### src/rtl/diad_pkg.sv
// Shared definitions for the fetch front end: PC width, flush-counter width
// and the fetch_ctrl state encoding.
package diad_pkg;

    localparam int PC_W  = 12;
    localparam int CNT_W = 4;

    typedef enum logic [1:0] {
        BOOT  = 2'd0,
        RUN   = 2'd1,
        FLUSH = 2'd2,
        HALT  = 2'd3
    } fetch_state_t;

    function automatic logic [PC_W-1:0] pc_incr(input logic [PC_W-1:0] cur);
        return cur + PC_W'(1);
    endfunction

endpackage

### src/rtl/fetch_ctrl.sv
// Fetch controller: sequences the PC through boot, normal fetch, post-redirect
// bubbles and halt, and drives the fetch enable / flush / halted indications.
module fetch_ctrl
    import diad_pkg::*;
#(
    parameter logic [PC_W-1:0] RESET_VECTOR = 12'h000,
    parameter int              FLUSH_CYCLES = 2
) (
    input  logic            clk,
    input  logic            rst,
    input  logic            stall,
    input  logic            branch_valid,
    input  logic [PC_W-1:0] branch_target,
    input  logic            halt_req,
    input  logic            resume,
    output logic [PC_W-1:0] pc,
    output logic            enable,
    output logic            flush,
    output logic            halted
);

    localparam logic [CNT_W-1:0] CNT_LOAD = CNT_W'(FLUSH_CYCLES - 1);

    fetch_state_t     state, state_nxt;
    logic [PC_W-1:0]  pc_nxt;
    logic [CNT_W-1:0] cnt, cnt_nxt;

    always_ff @(posedge clk or posedge rst) begin
        if (rst) begin
            state <= BOOT;
            pc    <= RESET_VECTOR;
            cnt   <= '0;
        end else begin
            state <= state_nxt;
            pc    <= pc_nxt;
            cnt   <= cnt_nxt;
        end
    end

    always_comb begin
        state_nxt = state;
        pc_nxt    = pc;
        cnt_nxt   = cnt;
        case (state)
            BOOT: state_nxt = RUN;
            RUN: begin
                // A redirect wins over both halt and stall.
                if (branch_valid) begin
                    pc_nxt    = branch_target;
                    cnt_nxt   = CNT_LOAD;
                    state_nxt = FLUSH;
                end else if (halt_req) begin
                    state_nxt = HALT;
                end else if (!stall) begin
                    pc_nxt = pc_incr(pc);
                end
            end
            FLUSH: begin
                if (branch_valid) begin
                    pc_nxt  = branch_target;
                    cnt_nxt = CNT_LOAD;
                end else if (cnt == '0) begin
                    state_nxt = RUN;
                end else begin
                    cnt_nxt = cnt - CNT_W'(1);
                end
            end
            HALT: begin
                if (branch_valid) pc_nxt = branch_target;
                if (resume)       state_nxt = RUN;
            end
            default: state_nxt = BOOT;
        endcase
    end

    assign enable = (state == RUN) && !stall;
    assign flush  = (state == FLUSH);
    assign halted = (state == HALT);

endmodule

### config.mk
export PLATFORM = sky130hd
export DESIGN_NAME = fetch_ctrl
export DESIGN_NICKNAME = d
export VERILOG_FILES = /design/src/rtl/diad_pkg.sv /design/src/rtl/fetch_ctrl.sv
export SDC_FILE = /design/constraint.sdc
export NUM_CORES = 1
export LEC_CHECK = 0
export ABC_CLOCK_PERIOD_IN_PS = 1820
export CORE_ASPECT_RATIO = 0.75
export CORE_MARGIN = 2
export CORE_UTILIZATION = 48
export DETAILED_ROUTE_END_ITERATION = 8
export PLACE_DENSITY = 0.77
export RECOVER_POWER = 100
export SLEW_MARGIN = 10
export SYNTH_ARGS = -nofsm -noshare
export SYNTH_HDL_FRONTEND = slang
export SYNTH_SLANG_ARGS = --single-unit
### constraint.sdc
create_clock -name clk -period 1.82 [get_ports clk]
set_input_delay 0.364 -clock clk [delete_from_list [all_inputs] [get_ports clk]]
set_output_delay 0.364 -clock clk [all_outputs]
set_load 0.1 [all_outputs]
# After elaboration in Yosys (flattened, before gate mapping)
# Index checks and enable logic that the tools add are counted.
[word_totals]
out_inout_bits = 15
latch_bits = 0
n_memories = 0
wordCells = 42
mem_bits_rw = 0
reg_bits = 18
romBits = 0
in_bits = 18
[op_classes]
add_sub_neg = 2
shifts = 0
n_mul = 0
eq_ne = 12
order_cmp = 0
div_mod_pow = 0
n_mux = 15
n_bitwise = 0
reduce_logical = 10
[op_table]
columns = ["operator", "n"]
rows = [
  ["$mux 12", 4],
  ["$pmux 12 s2", 1],
  ["$add 12x1->12 const B", 1],
  ["$mux 4", 3],
  ["$ne 3x3->1 const B", 4],
  ["$mux 2", 5],
  ["$pmux 2 s4", 1],
  ["$pmux 4 s2", 1],
  ["$reduce_and 4->1", 2],
  ["$ne 2x2->1 const B", 3],
  ["$eq 2x2->1 const B", 2],
  ["$logic_not 4->1", 1],
  ["$ne 2x1->1 const B", 2],
  ["$reduce_bool 2->1", 2],
  ["$sub 4x1->4 const B", 1],
  ["$reduce_and 3->1", 1],
  ["$eq 2x1->1 const B", 1],
  ["$logic_not 2->1", 1],
  ["$reduce_or 2->1", 1],
  ["$logic_and 1x1->1", 1],
  ["$logic_not 1->1", 1],
]

# Depth between registers and ports, before layout
# Gate-level depths: netlist of run 1.
[depth]
depth_word = 5
mapped_depth = 6
depth_no_buf = 6

# Least setup slack after synthesis of run 1
# OpenSTA, ideal clock, no wires.
[synth_timing]
kind = "register to output"
startpoint = "reg state[1]"
endpoint = "out enable"
path_stages_with_launch = 3
required_ns = 1.456
arrival_time_ns = 2.784
path_buffers = 1
path_slack_ns = -1.328
path_cell_list = "dfrtp_1 -> buf_6 -> nor3b_1"
[synth_between]
elab_chain_len = 2
[synth_rtl]
columns = ["item", "line", "source"]
rows = [
  ["from (decl)", "fetch_ctrl.sv:24", "fetch_state_t state, state_nxt;"],
  ["from (signal assigned)", "fetch_ctrl.sv:34", "state <= state_nxt;"],
  ["$eq 2x1->1", "fetch_ctrl.sv:76", "assign enable = (state == RUN) && !stall;"],
  ["$logic_and 1x1->1", "fetch_ctrl.sv:76", ""],
  ["to (decl)", "fetch_ctrl.sv:17", "output logic enable,"],
]
# No other way between the ends.

# Final worst setup path of run 1
[layout_timing]
startpoint = "reg state[0]"
endpoint = "out enable"
# Same word-level chain as after synthesis.

==> impl_metrics.tcl, run 1 <==
set metrics [dict create \
    outcome "finished clean" \
    hpwl_um 2190 \
    port_buffers 32 \
    rsz0062_at_grt "false" \
    dp.cells 189 \
    first_pass_iters 4 \
    cpMaxStageDelayCell "dfrtp_1" \
    arrival_ns 1.37 \
    gr-total-overflow 0 \
    dp_slack_ns 0.0782 \
    syn_area_per_cell_um2 9.68 \
    drc 0 \
    vias_per_cell 5.78 \
    syn_nets 147 \
    area_delta_synth_final_pct 32.1 \
    antenna_found_initial 0 \
    holdPathStages 1 \
    maxSlewViolCount 0 \
    post-cts-setup-buffer-count 0 \
    path_max_fanout 11 \
    setup_viol 0 \
    die_h_um 47.7 \
    synth_top_area_share 0.369 \
    end_kind "primary output" \
    synthTopCellsByArea "dfrtp_1 (37%), a2bb2oi_2 (4.9%), a21oi_2 (4.3%), o22a_1 (3.6%), nand2_1 (3.4%)" \
    wl_um 2980 \
    nets 181 \
    fmax_ghz 0.578 \
    r2r_start "cnt[0]" \
    wl_met1_um 1400 \
    cts_buffer_depth 2 \
    min_period_ns 1.73 \
    ys_seq_area_frac 0.369 \
    grt_pass1_wl_um 5110 \
    synth_compound_area_frac 0.285 \
    worst_r2r_endpoint "cnt[1]" \
    crit_buf_inv 1 \
    fin_crit_sh 0.951 \
    min_to "pc[5]" \
    timing.setup.tns_ns 0 \
    cp-start-kind "flip-flop" \
    syn_inst 126 \
    cp_cell_sequence "nor3b_2 -> buf_12" \
    yosysWarnings 0 \
    syn_area_um2 1220 \
    setup_slack_ns 0.0897 \
    min_from "pc[5]" \
    htreeDepth 1 \
    fp.dieW_um 62.2 \
    root_buffer "clkbuf_4" \
    max_stage_delay_ns 0.54 \
    async_flop_share 1.00 \
    yosys.area_share.adder 0.0308 \
    drtIter0Drc 39 \
    reg2reg_depth 6 \
    final_hold_viol_count 0 \
    dieArea_um2 2960 \
    cts_inserted_buffers 3 \
    place.gp.congestion 0.861 \
    num_vias 1116 \
    routed-wl-met3_um 208 \
    hp-class "flip-flop to flip-flop" \
    synth-xor-area-share 0.0287 \
    reg2reg_slack_ns 0.15 \
    crit_start "state[0]" \
    start_util 0.520 \
    critical_path_required_ns 1.46 \
    synth-edff-count 0 \
    wl_per_cell_um 15.4 \
    slew_headroom 0.340 \
    grt_max_degree 29 \
    synth-seq-cells 18 \
    clock_sinks 18 \
    rows 15 \
    wl_met2_um 1360 \
    crit_family "flip-flops" \
    grtUsageTotal 0.224 \
    clkLatencyLatePin_ns 0.30 \
    synth_top_family_by_area "compound AO/OA/AOI/OAI gates" \
    tightestPinTransition_ns 0.989 \
    ios 33 \
    yosys.area_share.simple 0.209 \
    detail-route-antenna-nets 0 \
    synthMuxAreaShare 0.00821 \
    n_antenna_cell 0 \
    worstSetupPathType "flip-flop to primary output" \
    topRoutingLayerUsed "met4" \
    yosysMostFrequentCell "dfrtp_1" \
    clk_pin_slew_ns 0.11 \
    skew_ns 0.0122 \
    maxCapViolCount 0 \
    fin_util 0.687 \
    tritoncts "yes" \
    final_cell_count_no_fill 193 \
    core_um2 2350 \
    grt_pass1_vias 1113 \
    synthFlopType "dfrtp_1" \
    drive_gt1_frac 0.233 \
    synthDistinctLibCells 42 \
    synth_commonest_cells "dfrtp_1 (18), nand2_1 (11), a21oi_1 (7), nand3_1 (7), nor2_1 (7)" \
    yosysTopAreaCell "dfrtp_1" \
]
==> cells in the final DEF, fill, tap and decap left out, drive strengths merged, types with 2 or more instances in the layout <==
| cell | instances |
|---|---|
| o22ai | 6 |
| and2 | 4 |
| o21ai | 6 |
| xor2 | 3 |
| a2bb2oi | 6 |
| a31oi | 2 |
| and3 | 2 |
| clkbuf | 13 |
| nor3 | 2 |
| nor2 | 8 |
| clkdlybuf4s50 | 16 |
| inv | 4 |
| a21oi | 13 |
| nand2 | 12 |
| o22a | 5 |
| and4 | 2 |
| ha | 3 |
| buf | 12 |
| nand3 | 7 |
| nand4 | 3 |
| dfrtp | 18 |
==> layer usage <==
| layer | GRT usage | vias up |
|---|---|---|
| met4 | 0.0489 | 0 |
| met1 | 0.280 | 537 |
| li1 | - | 534 |
| met2 | 0.396 | 43 |
| met5 | 0 | - |
| met3 | 0.0729 | 2 |
==> cell families after synthesis <==
family                   Yosys count
AND/OR/NAND/NOR                   45
AO/OA/AOI/OAI                     42
XOR/XNOR                           4
buffers and inverters             13
adder cells (fa/ha/maj)            3
multiplexers                       1
flip-flops                        18
==> layout make-up <==
type	count	area (µm²)
Inverter	4	15.0
Multi-Input combinational cell	95	652
Timing Repair Buffer	38	423
Clock buffer	4	26.3
Sequential cell	18	453
Tap cell	34	42.5
Fill cell	188	734
==> how the worst max path moves through the flow <==
stage / endpoint / slack (ns) / depth (start not counted)
finish: enable / 0.09 / 2
floorplan: pc[11] / 0.003 / 4
CTS: flush / 0.09 / 2
global route: enable / 0.02 / 2
detailed placement: pc[4] / 0.08 / 6
global placement: pc[7] / 0.10 / 6
==> per-stage QoR <==
step                hold WS [ns]  cell area, µm²
global placement           0.532            1750
global route               0.598            1610
CTS                        0.391            1780
detailed placement         0.534            1750
floorplan                  0.302            1240
finish                     0.557            1610
==> timing repair <==
action | 4_1_cts | 5_1_grt
hold buffers | 0 | 0
endpoints found under the setup margin | 2 | 0
gates resized for setup | 1 | 0
==> sequential cells by signal, summed over array words and instances, names as in the netlist <==
signal and flops:
pc 12, cnt 4, state 2
Power of run 1 is left out: the tool's default activity adds up to more than one toggle a clock period on the data nets, which glitch-free logic cannot reach.
==> run 2: changes to the inputs <==
Settings changed: CORE_UTILIZATION 48 to 52, DONT_BUFFER_PORTS set to 1, PLACE_DENSITY 0.77 to 0.64, RECOVER_POWER 100 to unset, REMOVE_ABC_BUFFERS set to 1.
==> impl_metrics.tcl, run 2 (synthesis results as in run 1) <==
set metrics [dict create \
    cts_buffer_depth 2 \
    maxSlewViolCount 0 \
    setup_viol 0 \
    cp-start-kind "flip-flop" \
    area_delta_synth_final_pct 15.4 \
    largest_reg_flops 12 \
    skew_ns 0.00221 \
    cp_cell_sequence "nor3b_2 -> clkbuf_16" \
    root_buffer "clkbuf_4" \
    fin_util 0.625 \
    num_vias 1033 \
    clk_pin_slew_ns 0.10 \
    dieArea_um2 2750 \
    die_h_um 45.9 \
    grt_max_degree 29 \
    hpwl_um 2070 \
    fp.dieW_um 59.9 \
    grt_pass1_vias 993 \
    maxCapViolCount 0 \
    end_kind "primary output" \
    final_hold_viol_count 0 \
    cts_inserted_buffers 3 \
    port_buffers 0 \
    slew_headroom 0.528 \
    worst_r2r_endpoint "cnt[1]" \
    n_antenna_cell 0 \
    wl_um 2820 \
    tritoncts "yes" \
    hp-class "input port to async pin" \
    reg2reg_slack_ns 0.23 \
    clock_sinks 18 \
    tightestPinTransition_ns 0.707 \
    regMostFlops "pc" \
    arrival_ns 1.33 \
    ctsHoldBuffers 0 \
    clkLatencyLatePin_ns 0.29 \
    r2r_start "cnt[0]" \
    place.gp.congestion 0.812 \
    post-cts-setup-buffer-count 0 \
    max_stage_delay_ns 0.53 \
    core_um2 2250 \
    worstSetupPathType "flip-flop to primary output" \
    start_util 0.542 \
    rows 15 \
    fin_crit_sh 0.932 \
    critical_path_required_ns 1.46 \
    drc 0 \
    vias_per_cell 6.30 \
    drive_gt1_frac 0.331 \
    wl_per_cell_um 17.2 \
    ios 33 \
    final_common_cell "dfrtp_1" \
    drtIter0Drc 74 \
    htreeDepth 1 \
    detail-route-antenna-nets 0 \
    regArea_um2 453 \
    first_pass_iters 4 \
    multiInputGateArea_um2 691 \
    fin_area_um2 1410 \
    fmax_ghz 0.589 \
    nets 161 \
    cpMaxStageDelayCell "dfrtp_2" \
    reg2reg_depth 6 \
    place_area_um2 1370 \
    min_period_ns 1.70 \
    grt_pass1_wl_um 4690 \
    final_cell_mix "dfrtp_1 (16), buf_4 (14), nand2_1 (11)" \
    rsz0062_at_grt "false" \
    path_max_fanout 13 \
    fillers 208 \
    whs_ns 0.0591 \
    reg_top3 "pc x12, cnt x4, state x2" \
    gr-total-overflow 0 \
    antenna_found_initial 0 \
    grtUsageTotal 0.236 \
    outcome "finished clean" \
]
==> run 2: area by class of cell <==
class | count | area share
inverter | 4 | 0.0107
timing repair buffer | 18 | 0.129
sequential | 18 | 0.322
clock buffer | 4 | 0.0258
tap | 25 | 0.0222
multi-input combinational | 95 | 0.491
==> run 2: worst max path at each step <==
stage	from	endpoint
2_1_floorplan	state[1]	enable
3_3_place_gp	state[1]	pc[6]
3_5_place_dp	state[1]	pc[9]
4_1_cts	state[0]	flush
5_1_grt	state[0]	flush
6_report	state[1]	enable
==> run 2: layer usage <==
metal,vias up,share of wire,wire length (µm),global-route usage
met5,-,0,0,0
met4,0,0.016,46,0.0756
met3,6,0.080,226,0.0653
met2,40,0.44,1240,0.357
met1,495,0.46,1310,0.329
li1,492,-,-,-
==> run 2: per-stage QoR <==
stage / std cells / setup TNS (ns) / setup slack (ns)
5_1_grt: 164 / 0 / 0.0761
3_5_place_dp: 160 / 0 / 0.175
3_3_place_gp: 160 / 0 / 0.283
6_report: 164 / 0 / 0.123
2_1_floorplan: 117 / -2.16 / -1.31
4_1_cts: 164 / 0 / 0.0291
==> run 2: what timing repair did <==
item                                    in CTS  in global routing
endpoints found under the setup margin       1                  2
hold endpoints to repair                     0                  0
gates cloned                                 0                  0
gates resized for setup                      1                  2
==> run 2: critical path: cells and delay by family (launching register included) <==
kind / cells / cell delay (ns)
buffers and inverters: 1 / 0.24
and+or+nand+nor: 1 / 0.27
DFF: 1 / 0.53
Power of run 2 is left out for the same reason.
